### src/rtl/hbus_cfg_master_pkg.sv
// Shared HBUS widths, controller state encoding and router register map.
// Imported by the arbiter and the top-level controller.
package hbus_cfg_pkg;

  localparam int HBUS_ADDR_W = 16;
  localparam int HBUS_DATA_W = 8;

  localparam logic [HBUS_ADDR_W-1:0] ROUTER_MAXPKT = 16'h1000;
  localparam logic [HBUS_ADDR_W-1:0] ROUTER_EN     = 16'h1001;

  typedef enum logic [1:0] {
    IDLE = 2'd0,
    CMD  = 2'd1,
    WAIT = 2'd2
  } state_e;

  // Width of a requester index / round-robin pointer for n requesters.
  function automatic int ptr_w(input int n);
    return (n <= 2) ? 1 : $clog2(n);
  endfunction

endpackage

### src/rtl/hbus_cfg_master_rr_arbiter.sv
// Combinational round-robin arbiter: the first asserted request at or after
// ptr_i (wrapping) wins. Produces a one-hot grant plus its index.
module rr_arbiter
  import hbus_cfg_pkg::*;
#(
  parameter int N = 3,
  localparam int PW = ptr_w(N)
) (
  input  logic [N-1:0]  req_i,
  input  logic [PW-1:0] ptr_i,
  input  logic          enable_i,
  output logic [N-1:0]  grant_o,
  output logic [PW-1:0] grant_idx_o,
  output logic          grant_valid_o
);

  int j;

  // Scan from the farthest offset down so the nearest request to ptr_i
  // is the last (winning) assignment.
  always_comb begin
    grant_o       = '0;
    grant_idx_o   = '0;
    grant_valid_o = 1'b0;
    j             = 0;
    for (int k = N - 1; k >= 0; k--) begin
      j = int'(ptr_i) + k;
      if (j >= N) begin
        j = j - N;
      end
      if (enable_i && req_i[j]) begin
        grant_o       = '0;
        grant_o[j]    = 1'b1;
        grant_idx_o   = PW'(j);
        grant_valid_o = 1'b1;
      end
    end
  end

endmodule

### src/rtl/hbus_cfg_master.sv
// Multi-requester HBUS configuration host: round-robin arbitration of
// single-byte register commands serialized into fixed-timing HBUS cycles.
module hbus_cfg_master
  import hbus_cfg_pkg::*;
#(
  parameter int NUM_REQ = 3,
  parameter int RD_LAT  = 1
) (
  input  logic                           clock_i,
  input  logic                           reset_i,
  input  logic [NUM_REQ-1:0]             req_valid_i,
  output logic [NUM_REQ-1:0]             req_ready_o,
  input  logic [NUM_REQ-1:0]             req_wr_i,
  input  logic [NUM_REQ*HBUS_ADDR_W-1:0] req_addr_i,
  input  logic [NUM_REQ*HBUS_DATA_W-1:0] req_wdata_i,
  output logic [NUM_REQ-1:0]             rsp_valid_o,
  output logic [HBUS_DATA_W-1:0]         rsp_rdata_o,
  output logic [HBUS_ADDR_W-1:0]         haddr_o,
  output logic [HBUS_DATA_W-1:0]         hdata_w_o,
  input  logic [HBUS_DATA_W-1:0]         hdata_r_i,
  output logic                           hen_o,
  output logic                           hwr_rd_o,
  output logic                           busy_o
);

  localparam int PW = ptr_w(NUM_REQ);
  localparam int CW = 2;

  state_e                 state_q, state_d;
  logic [PW-1:0]          ptr_q, ptr_d;
  logic [PW-1:0]          gidx_q, gidx_d;
  logic                   wr_q, wr_d;
  logic [HBUS_ADDR_W-1:0] addr_q, addr_d;
  logic [HBUS_DATA_W-1:0] wdata_q, wdata_d;
  logic [CW-1:0]          cnt_q, cnt_d;
  logic [NUM_REQ-1:0]     rsp_valid_q, rsp_valid_d;
  logic [HBUS_DATA_W-1:0] rsp_rdata_q, rsp_rdata_d;

  logic [NUM_REQ-1:0] grant;
  logic [PW-1:0]      grant_idx;
  logic               grant_valid;

  rr_arbiter #(
    .N(NUM_REQ)
  ) u_arb (
    .req_i        (req_valid_i),
    .ptr_i        (ptr_q),
    .enable_i     (state_q == IDLE),
    .grant_o      (grant),
    .grant_idx_o  (grant_idx),
    .grant_valid_o(grant_valid)
  );

  always_ff @(posedge clock_i or posedge reset_i) begin
    if (reset_i) begin
      state_q     <= IDLE;
      ptr_q       <= '0;
      gidx_q      <= '0;
      wr_q        <= 1'b0;
      addr_q      <= '0;
      wdata_q     <= '0;
      cnt_q       <= '0;
      rsp_valid_q <= '0;
      rsp_rdata_q <= '0;
    end else begin
      state_q     <= state_d;
      ptr_q       <= ptr_d;
      gidx_q      <= gidx_d;
      wr_q        <= wr_d;
      addr_q      <= addr_d;
      wdata_q     <= wdata_d;
      cnt_q       <= cnt_d;
      rsp_valid_q <= rsp_valid_d;
      rsp_rdata_q <= rsp_rdata_d;
    end
  end

  always_comb begin
    state_d     = state_q;
    ptr_d       = ptr_q;
    gidx_d      = gidx_q;
    wr_d        = wr_q;
    addr_d      = addr_q;
    wdata_d     = wdata_q;
    cnt_d       = cnt_q;
    rsp_valid_d = '0;
    rsp_rdata_d = rsp_rdata_q;

    unique case (state_q)
      IDLE: begin
        if (grant_valid) begin
          gidx_d  = grant_idx;
          wr_d    = req_wr_i[grant_idx];
          addr_d  = req_addr_i[HBUS_ADDR_W*grant_idx +: HBUS_ADDR_W];
          wdata_d = req_wdata_i[HBUS_DATA_W*grant_idx +: HBUS_DATA_W];
          ptr_d   = (grant_idx == PW'(NUM_REQ - 1)) ? '0 : grant_idx + 1'b1;
          state_d = CMD;
        end
      end
      CMD: begin
        if (wr_q) begin
          rsp_valid_d[gidx_q] = 1'b1;
          state_d             = IDLE;
        end else begin
          cnt_d   = CW'(RD_LAT - 1);
          state_d = WAIT;
        end
      end
      WAIT: begin
        if (cnt_q == '0) begin
          rsp_rdata_d         = hdata_r_i;
          rsp_valid_d[gidx_q] = 1'b1;
          state_d             = IDLE;
        end else begin
          cnt_d = cnt_q - 1'b1;
        end
      end
      default: state_d = IDLE;
    endcase
  end

  // Bus fields come straight from the command registers, which only change
  // on a grant, so they hold steady outside the enable cycle.
  assign req_ready_o = grant;
  assign hen_o       = (state_q == CMD);
  assign haddr_o     = addr_q;
  assign hdata_w_o   = wdata_q;
  assign hwr_rd_o    = wr_q;
  assign rsp_valid_o = rsp_valid_q;
  assign rsp_rdata_o = rsp_rdata_q;
  assign busy_o      = (state_q != IDLE);

endmodule

### config.mk
export PLATFORM = sky130hd
export DESIGN_NAME = hbus_cfg_master
export DESIGN_NICKNAME = d
export VERILOG_FILES = /design/src/rtl/hbus_cfg_master_pkg.sv /design/src/rtl/hbus_cfg_master_rr_arbiter.sv /design/src/rtl/hbus_cfg_master.sv
export SDC_FILE = /design/constraint.sdc
export NUM_CORES = 1
export LEC_CHECK = 0
export ABC_AREA = 1
export CAP_MARGIN = 20
export CORE_ASPECT_RATIO = 0.8
export CORE_MARGIN = 3
export CORE_UTILIZATION = 35
export DETAILED_ROUTE_END_ITERATION = 10
export GPL_TIMING_DRIVEN = 0
export PLACE_DENSITY = 0.81
export SYNTH_ARGS = -nofsm -noshare
export SYNTH_HDL_FRONTEND = slang
export SYNTH_SLANG_ARGS = --single-unit
### constraint.sdc
create_clock -name clock_i -period 4.7 [get_ports clock_i]
set_input_delay 0.705 -clock clock_i [delete_from_list [all_inputs] [get_ports clock_i]]
set_output_delay 0.705 -clock clock_i [all_outputs]
set_load 0.02 [all_outputs]
==> results.sh, run 1 <==
export IMPL_status="completed"
export IMPL_cp_startpoint="req_valid_i[2]"
export IMPL_fin_hold_ws_ps=472
export IMPL_crit_required_ps=3990
export IMPL_drt_pass1_iterations=4
export IMPL_ys_seq_area_share_pct=37.9
export IMPL_routed_wl_microns=8850
export IMPL_post_dp_hpwl_microns=6810
export IMPL_finClkSkew_ps=3.60
export IMPL_fin_crit_ps=3470
export IMPL_antenna_cells=0
export IMPL_cp_arrival_ps=2770
export IMPL_gp_congestion=0.876
export IMPL_cp_end_kind="output port"
export IMPL_path_max_fanout=5
export IMPL_antenna_found_initial=0
export IMPL_portBuffers=128
export IMPL_max_freq_mhz=288
export IMPL_fp_dieW_microns=108
export IMPL_drive_above_1_share_pct=8.60
export IMPL_r2r_start="ptr_q[0]$_DFFE_PP0P_"
export IMPL_rrSetupSlack_ps=2370
export IMPL_tightest_slew_ps=480
export IMPL_yosys_register_bits=44
export IMPL_synthesis_nets=517
export IMPL_yosys_area_top_type="dfrtp_1"
export IMPL_grt_pass1_vias=3081
export IMPL_die_height_microns=87.5
export IMPL_areaGrowthSynthToFinish_pct=53.4
export IMPL_finalHoldViolCount=0
export IMPL_rows=29
export IMPL_vias=3089
export IMPL_wl_per_cell_microns=13.3
export IMPL_htree_levels=2
export IMPL_endpoint="req_ready_o[1]"
export IMPL_hold_path_depth=1
export IMPL_clockRootBuffer="clkbuf_8"
export IMPL_core_area_sq_mm=0.00802
export IMPL_post_route_period_util_pct=73.9
export IMPL_final_antenna_net_count=0
export IMPL_drt_iter0_markers=167
export IMPL_drcViolationCount=0
export IMPL_slew_headroom_pct=68.0
export IMPL_power_mw=3.65
export IMPL_start_util_pct=36.2
export IMPL_gr_usage_all_layers_pct=18.7
export IMPL_cts_buffers=5
export IMPL_rsz0062_at_grt="no"
export IMPL_syn_avg_cell_area_sq_um=6.90
export IMPL_clk_pin_slew_ps=80
export IMPL_ys_warn_count=0
export IMPL_power_density_mw_per_mm2=819
export IMPL_ctsResizeCount=0
export IMPL_ir_drop_mv=0.376
export IMPL_dieArea_sq_mm=0.00944
export IMPL_synthTopCellsByArea="dfrtp_1, nand2_1, nand3_1, inv_1, ha_1"
export IMPL_vias_per_cell=4.64
export IMPL_layout_common_cells="nand2_1, clkdlybuf4s50_1, inv_1"
export IMPL_clock_sinks=44
export IMPL_synth_top_area_share_pct=37.9
export IMPL_cts_tree="done"
export IMPL_io_pins=129
export IMPL_final_core_util_pct=55.6
export IMPL_final_area_sq_mm=0.00446
export IMPL_grt_max_degree=41
export IMPL_fin_nets=653
export IMPL_cts_hold_fix_buffers=0
export IMPL_final_common_cell="nand2_1"
export IMPL_worstSetupStartpointType="input port"
export IMPL_dpl_cell_area_sq_mm=0.00434
export IMPL_fillers=736
export IMPL_p_leak_nw=2.32
export IMPL_tns_ps=0
export IMPL_ctsLongestPathBuffers=2
export IMPL_min_path_type="flop to flop"
export IMPL_syn_cell_area_sq_mm=0.00291
export IMPL_reg2reg_to="haddr_o[4]$_DFFE_PP0P_"
export IMPL_crit_type="input port to output port"
export IMPL_grt_pass1_wl_microns=14400
export IMPL_post_cts_buffers=0
export IMPL_cap_violations=0
export IMPL_clk_latency_ps=290
export IMPL_synthCells=421
export IMPL_final_max_slew_viol_count=0
export IMPL_grt_overflow=0
export IMPL_synth_cell_types=27
export IMPL_finalSetupViolCount=0
export IMPL_rr_worst_depth=12
[per-layer routing]
metal / wire length (microns) / vias up / track usage [%] / part of all wire, %
li1: - / 1554 / - / -
met2: 4070 / 120 / 31.7 / 46
met3: 684 / 6 / 3.41 / 7.7
met4: 79 / 0 / 4.59 / 0.89
met1: 4020 / 1409 / 25.0 / 45
met5: 0 / - / 0 / 0
[critical path, cell delays in order]
cell	delay, ps
clkdlybuf4s50_1	570
nand2_1	100
a21oi_2	160
nand2_1	130
o21ai_0	180
nand2_1	120
o21ai_0	140
clkdlybuf4s50_1	660
[cells by family (layout without fill, tap and decap cells)]
family	Yosys count	in the layout	share of synthesized area (%)
simple gates	230	230	36.2
buf+inv	113	250	15.6
flops	44	44	37.9
compound gates	18	18	3.79
fa+ha+maj	8	8	3.44
mux	8	8	3.10
[power breakdown]
group	total [mW]	internal, mW	leakage [nW]	switching [mW]
registers	0.697	0.592	0.532	0.105
clock network	0.294	0.160	0.0548	0.134
logic	2.66	1.03	1.73	1.63
[synth_stat cells]
cell,instances
nand2_1,129
inv_1,94
nand3_1,81
dfrtp_1,44
o21ai_0,11
buf_2,8
ha_1,8
mux2_2,8
inv_2,5
nand2_2,4
clkbuf_1,3
nand3_2,3
nand4_1,3
buf_6,2
nand2_4,2
nor2_1,2
nor2_4,2
nor3_1,2
o22ai_1,2
a21oi_1,1
a21oi_2,1
a21oi_4,1
buf_4,1
nor2_8,1
nor4_1,1
o21ai_1,1
o31ai_1,1
[how the worst min path moves through the flow]
stage | to | from
2_1_floorplan | rsp_valid_o[1]$_DFF_PP0_ | gidx_q[1]$_DFFE_PP0P_
3_3_place_gp | rsp_valid_o[1]$_DFF_PP0_ | gidx_q[1]$_DFFE_PP0P_
3_5_place_dp | rsp_valid_o[1]$_DFF_PP0_ | gidx_q[1]$_DFFE_PP0P_
4_1_cts | rsp_valid_o[1]$_DFF_PP0_ | gidx_q[1]$_DFFE_PP0P_
5_1_grt | rsp_valid_o[1]$_DFF_PP0_ | gidx_q[1]$_DFFE_PP0P_
6_report | rsp_valid_o[1]$_DFF_PP0_ | gidx_q[1]$_DFFE_PP0P_
[sequential cells by signal, indices dropped and copies added, names as in the netlist]
signal       flops
hwr_rd_o         1
state_q          2
rsp_valid_o      3
ptr_q            2
hdata_w_o        8
haddr_o         16
cnt_q            2
gidx_q           2
rsp_rdata_o      8
[metrics by stage]
step                std cells  worst slack [ps]
finish                    666              1230
global route              666              1100
CTS                       666              1240
detailed placement        658              1260
global placement          657              1370
floorplan                 421              2280
[layout make-up]
cell class | count | area, sq um | area share [%]
flip-flops and latches | 44 | 1100 | 24.7
plain buffers | 14 | 81.3 | 1.82
repair buffers | 129 | 1300 | 29.2
clock buffers | 5 | 68.8 | 1.54
well taps | 108 | 135 | 3.03
multi-input cells | 264 | 1350 | 30.3
clock inverters | 3 | 46.3 | 1.04
inverters | 99 | 372 | 8.34
Power figures use the tool's default switching activity.
==> run 2: changes to the inputs <==
--- a/config.mk
+++ b/config.mk
@@ -12,7 +12,7 @@
 export CORE_UTILIZATION = 35
 export DETAILED_ROUTE_END_ITERATION = 10
 export GPL_TIMING_DRIVEN = 0
-export PLACE_DENSITY = 0.81
+export PLACE_DENSITY = 0.84
 export SYNTH_ARGS = -nofsm -noshare
 export SYNTH_HDL_FRONTEND = slang
 export SYNTH_SLANG_ARGS = --single-unit
==> constraint.sdc (replaced) <==
create_clock -name clock_i -period 2.84 [get_ports clock_i]
set_input_delay 0.426 -clock clock_i [delete_from_list [all_inputs] [get_ports clock_i]]
set_output_delay 0.426 -clock clock_i [all_outputs]
set_load 0.02 [all_outputs]
==> run 2 against run 1 <==
Critical path type is now flop to output port. First-iteration DRC count down 25%. Register-to-register slack worse by 1900 ps. Sequential cell count unchanged. Sequential power is 66% higher. Wire length shrank 0.55%. Die area unchanged. Clock skew rose by 3.5 ps. Sequential share of layout area is 0.069 points lower. Power rose by 66%. Final cell count unchanged.
==> results.sh, run 2 (synthesis gave the netlist of run 1 again) <==
export IMPL_status="completed"
export IMPL_cp_end_kind="output port"
export IMPL_grt_pass1_wl_microns=13700
export IMPL_post_dp_hpwl_microns=6810
export IMPL_ctsLongestPathBuffers=2
export IMPL_fin_hold_ws_ps=339
export IMPL_drt_pass1_iterations=4
export IMPL_tns_ps=0
export IMPL_wl_per_cell_microns=13.2
export IMPL_cts_hold_fix_buffers=0
export IMPL_slowest_delay_ps=400
export IMPL_rr_worst_depth=14
export IMPL_areaGrowthSynthToFinish_pct=53.8
export IMPL_vias=3139
export IMPL_die_height_microns=87.5
export IMPL_routed_wl_microns=8800
export IMPL_gp_congestion=0.867
export IMPL_crit_slowest_cell="ha_2"
export IMPL_endpoint="req_ready_o[1]"
export IMPL_fp_dieW_microns=108
export IMPL_post_route_period_util_pct=93.8
export IMPL_min_path_type="input port to async pin"
export IMPL_finClkSkew_ps=7.07
export IMPL_htree_levels=2
export IMPL_rsz0062_at_grt="no"
export IMPL_antenna_cells=0
export IMPL_drt_iter0_markers=126
export IMPL_grt_pass1_vias=3032
export IMPL_r2r_start="ptr_q[0]$_DFFE_PP0P_"
export IMPL_final_common_cell="nand2_1"
export IMPL_slew_headroom_pct=67.7
export IMPL_cp_startpoint="ptr_q[0]$_DFFE_PP0P_"
export IMPL_drive_above_1_share_pct=9.14
export IMPL_reg2reg_to="haddr_o[13]$_DFFE_PP0P_"
export IMPL_critPathMostFrequentCell="nand2_1"
export IMPL_ir_drop_mv=0.561
export IMPL_io_pins=129
export IMPL_cts_buffers=5
export IMPL_clock_sinks=44
export IMPL_layout_common_cells="nand2_1, clkdlybuf4s50_1, inv_1"
export IMPL_grt_overflow=0
export IMPL_path_cells="inv_1 -> ha_2 -> inv_2 -> nand2_1 -> nand3_1 -> nand3_4 -> nand2_2 -> nand2_1 -> nand2_1 -> o21ai_0 -> clkdlybuf4s15_1"
export IMPL_clockRootBuffer="clkbuf_8"
export IMPL_final_max_slew_viol_count=0
export IMPL_final_antenna_net_count=0
export IMPL_dieArea_sq_mm=0.00944
export IMPL_clk_latency_ps=300
export IMPL_largest_reg_flops=16
export IMPL_crit_required_ps=2410
export IMPL_finalHoldViolCount=0
export IMPL_fillers=747
export IMPL_crit_type="flop to output port"
export IMPL_vias_per_cell=4.71
export IMPL_drcViolationCount=0
export IMPL_path_max_fanout=6
export IMPL_tightest_slew_ps=484
export IMPL_gr_usage_all_layers_pct=18.1
export IMPL_cp_arrival_ps=2240
export IMPL_max_freq_mhz=375
export IMPL_grt_max_degree=39
export IMPL_fin_crit_ps=2660
export IMPL_portBuffers=128
export IMPL_power_density_mw_per_mm2=1350
export IMPL_rrSetupSlack_ps=520
export IMPL_core_area_sq_mm=0.00802
export IMPL_worstSetupStartpointType="flop"
export IMPL_start_util_pct=36.2
export IMPL_finalSetupViolCount=0
export IMPL_clk_pin_slew_ps=90
export IMPL_p_leak_nw=2.32
export IMPL_cts_tree="done"
export IMPL_rows=29
export IMPL_fin_nets=653
export IMPL_antenna_found_initial=0
export IMPL_cap_violations=0
run 2: changes by cell type in the layout (fill, tap and decap cells not counted), sizes merged:
cell,change
clkdlybuf4s50,-3
dlygate4sd2,+2
clkdlybuf4s15,+1
run 2: power breakdown:
group	internal (mW)	leakage [nW]	switching (mW)
combinational	1.70	1.74	2.71
clock	0.265	0.0548	0.222
sequential	0.981	0.532	0.176
total	2.95	2.32	3.11
run 2: layout make-up:
cell class	instances	area, sq um	share of cell area, %
tap	108	135	3.02
multi-input combinational	264	1370	30.6
timing repair buffer	129	1300	29.1
sequential	44	1100	24.6
clock inverter	3	46.3	1.04
buffer	14	81.3	1.82
inverter	99	372	8.31
clock buffer	5	68.8	1.54
run 2: what timing repair did:
| action | 4_1_cts | 5_1_grt |
|---|---|---|
| resized for setup | 3 | 5 |
| pin swaps | 0 | 0 |
| setup endpoints to repair | 3 | 3 |
| cloned | 0 | 0 |
| setup buffers | 0 | 0 |
run 2: stage by stage:
stage	util (%)	setup WS [ps]	cells	power [mW]	cell area, sq um
after CTS	55.5	39.9	666	6.05	4450
after floorplan	-	696	421	4.07	2910
after detailed placement	54.2	53.7	658	5.57	4340
final	55.7	175	666	6.06	4470
after global placement	53.9	93.1	657	5.42	4320
after global routing	55.7	0.276	666	6.62	4470
run 2: layer usage:
| layer | GRT usage [%] | up-vias | wire (microns) |
|---|---|---|---|
| met3 | 2.74 | 8 | 540 |
| met1 | 22.5 | 1463 | 3920 |
| met5 | 0 | - | 0 |
| met2 | 32.6 | 109 | 4240 |
| li1 | - | 1559 | - |
| met4 | 5.39 | 0 | 110 |
run 2: how the worst min path moves through the flow:
stage	from	end	slack, ps
floorplan	gidx_q[1]$_DFFE_PP0P_	rsp_valid_o[1]$_DFF_PP0_	430
global placement	gidx_q[1]$_DFFE_PP0P_	rsp_valid_o[1]$_DFF_PP0_	450
detailed placement	gidx_q[1]$_DFFE_PP0P_	rsp_valid_o[1]$_DFF_PP0_	460
CTS	reset_i	rsp_rdata_o[2]$_DFFE_PP0P_	330
global route	reset_i	rsp_rdata_o[6]$_DFFE_PP0P_	330
finish	reset_i	rsp_rdata_o[2]$_DFFE_PP0P_	340
run 2: worst max-delay path: cells and delay by family, from the launching register on:
kind            cells  cell delay [ps]
simple gates        6              580
fa+ha+maj           1              400
compound gates      1               90
flops               1              390
buf+inv             3              480
==> run 3: changes to the inputs <==
--- a/config.mk
+++ b/config.mk
@@ -12,6 +12,7 @@
 export CORE_UTILIZATION = 35
 export DETAILED_ROUTE_END_ITERATION = 10
 export GPL_TIMING_DRIVEN = 0
+export MAX_ROUTING_LAYER = met4
 export PLACE_DENSITY = 0.84
 export SYNTH_ARGS = -nofsm -noshare
 export SYNTH_HDL_FRONTEND = slang
==> run 3 against run 2 <==
Wire length about the same. Largest power group unchanged. Combinational power about the same. Clock skew increased by 0.95 ps. Sequential share of layout area unchanged. Worst setup slack got worse by 12 ps. Global-route usage increased by 0.58 points. Power about the same.
==> results.sh, run 3 (synthesis gave the netlist of run 1 again) <==
export IMPL_status="completed"
export IMPL_max_freq_mhz=374
export IMPL_switchingPower_mw=3.11
export IMPL_cts_hold_fix_buffers=0
export IMPL_final_area_sq_mm=0.00447
export IMPL_slowest_delay_ps=400
export IMPL_power_density_mw_per_mm2=1350
export IMPL_post_route_period_util_pct=94.2
export IMPL_crit_type="flop to output port"
export IMPL_reg2reg_to="haddr_o[13]$_DFFE_PP0P_"
export IMPL_pwr_share_clk_pct=8.1
export IMPL_finClkSkew_ps=8.02
export IMPL_fillers=747
export IMPL_vias=3134
export IMPL_post_dp_hpwl_microns=6810
export IMPL_ir_drop_mv=0.556
export IMPL_path_cells="inv_1 -> ha_2 -> inv_2 -> nand2_1 -> nand3_1 -> nand3_4 -> nand2_2 -> nand2_1 -> nand2_1 -> o21ai_0 -> clkdlybuf4s15_1"
export IMPL_start_util_pct=36.2
export IMPL_path_max_fanout=6
export IMPL_tightest_slew_ps=490
export IMPL_intPower_mw=2.94
export IMPL_antenna_cells=0
export IMPL_rsz0062_at_grt="no"
export IMPL_pwr_share_seq_pct=19.1
export IMPL_final_antenna_net_count=0
export IMPL_gr_usage_all_layers_pct=18.7
export IMPL_cp_end_kind="output port"
export IMPL_grt_pass1_wl_microns=13700
export IMPL_dpl_cell_area_sq_mm=0.00434
export IMPL_p_leak_nw=2.32
export IMPL_cp_arrival_ps=2250
export IMPL_cap_violations=0
export IMPL_grt_pass1_vias=3032
export IMPL_antenna_found_initial=0
export IMPL_ctsLongestPathBuffers=2
export IMPL_worstSetupStartpointType="flop"
export IMPL_rows=29
export IMPL_areaGrowthSynthToFinish_pct=53.8
export IMPL_routed_wl_microns=8800
export IMPL_cts_buffers=5
export IMPL_grt_max_degree=39
export IMPL_slew_headroom_pct=67.3
export IMPL_finalSetupViolCount=0
export IMPL_die_height_microns=87.5
export IMPL_drt_iter0_markers=182
export IMPL_cts_tree="done"
export IMPL_gp_congestion=0.881
export IMPL_drive_above_1_share_pct=9.14
export IMPL_clockRootBuffer="clkbuf_8"
export IMPL_fp_dieW_microns=108
export IMPL_largest_reg_flops=16
export IMPL_grt_overflow=0
export IMPL_final_common_cell="nand2_1"
export IMPL_layout_common_cells="nand2_1, clkdlybuf4s50_1, inv_1"
export IMPL_io_pins=129
export IMPL_critPathMostFrequentCell="nand2_1"
export IMPL_fin_nets=653
export IMPL_htree_levels=2
export IMPL_crit_slowest_cell="ha_2"
export IMPL_wl_per_cell_microns=13.2
export IMPL_finalHoldViolCount=0
export IMPL_r2r_start="ptr_q[0]$_DFFE_PP0P_"
export IMPL_dieArea_sq_mm=0.00944
export IMPL_clock_sinks=44
export IMPL_final_max_slew_viol_count=0
export IMPL_clk_pin_slew_ps=90
export IMPL_power_frac_comb_pct=72.8
export IMPL_crit_required_ps=2410
export IMPL_drt_pass1_iterations=4
export IMPL_rr_worst_depth=14
export IMPL_vias_per_cell=4.71
export IMPL_min_path_type="input port to async pin"
export IMPL_clk_latency_ps=300
export IMPL_post_cts_buffers=0
export IMPL_ctsResizeCount=3
export IMPL_portBuffers=128
export IMPL_fin_crit_ps=2680
export IMPL_swShare_pct=51.3
export IMPL_rrSetupSlack_ps=520
export IMPL_core_area_sq_mm=0.00802
export IMPL_drcViolationCount=0
export IMPL_tns_ps=0
## run 3: cell type report
| cell class | instances | area, sq um | share of cell area [%] |
|---|---|---|---|
| clock buffer | 5 | 68.8 | 1.54 |
| clock inverter | 3 | 46.3 | 1.04 |
| inverter | 99 | 372 | 8.31 |
| sequential | 44 | 1100 | 24.6 |
| tap | 108 | 135 | 3.02 |
| multi-input combinational | 264 | 1370 | 30.6 |
| buffer | 14 | 81.3 | 1.82 |
| timing repair buffer | 129 | 1300 | 29.1 |
## run 3: stage by stage
stage	power [mW]	instances	hold slack [ps]	utilization, %	setup WS (ps)
floorplan	4.07	421	432	-	696
global placement	5.42	657	452	53.9	93.1
detailed placement	5.57	658	458	54.2	53.7
CTS	6.05	666	325	55.5	39.9
global route	6.62	666	332	55.7	0.276
finish	6.05	666	339	55.7	163
## run 3: power by group through the flow
stage	clock, mW	sequential [mW]	combinational [mW]
floorplan	0	1.45	2.62
finish	0.489	1.16	4.41
global placement	0	1.14	4.27
global route	0.524	1.19	4.91
detailed placement	0	1.16	4.41
CTS	0.503	1.15	4.39
## run 3: worst max-delay path by stage
stage / from / end / slack (ps) / depth (start not counted)
floorplan: ptr_q[0]$_DFFE_PP0P_ / req_ready_o[0] / 700 / 8
finish: ptr_q[0]$_DFFE_PP0P_ / req_ready_o[1] / 160 / 11
detailed placement: req_valid_i[0] / req_ready_o[0] / 50 / 10
CTS: ptr_q[0]$_DFFE_PP0P_ / req_ready_o[1] / 40 / 11
global placement: req_valid_i[2] / req_ready_o[0] / 90 / 10
global route: ptr_q[1]$_DFFE_PP0P_ / req_ready_o[0] / 0.3 / 11
## run 3: critical path, delay by kind of cell, from the launching register on
| family | cells | cell delay, ps |
|---|---|---|
| simple gates | 6 | 590 |
| flops | 1 | 390 |
| compound gates | 1 | 100 |
| fa+ha+maj | 1 | 400 |
| buf+inv | 3 | 490 |
## run 3: layer usage
metal	global-route usage (%)	part of all wire (%)	vias up
met5	-	0	-
met4	5.39	1.4	0
met3	2.74	6.0	10
met2	32.6	48	118
met1	22.5	45	1449
li1	-	-	1557
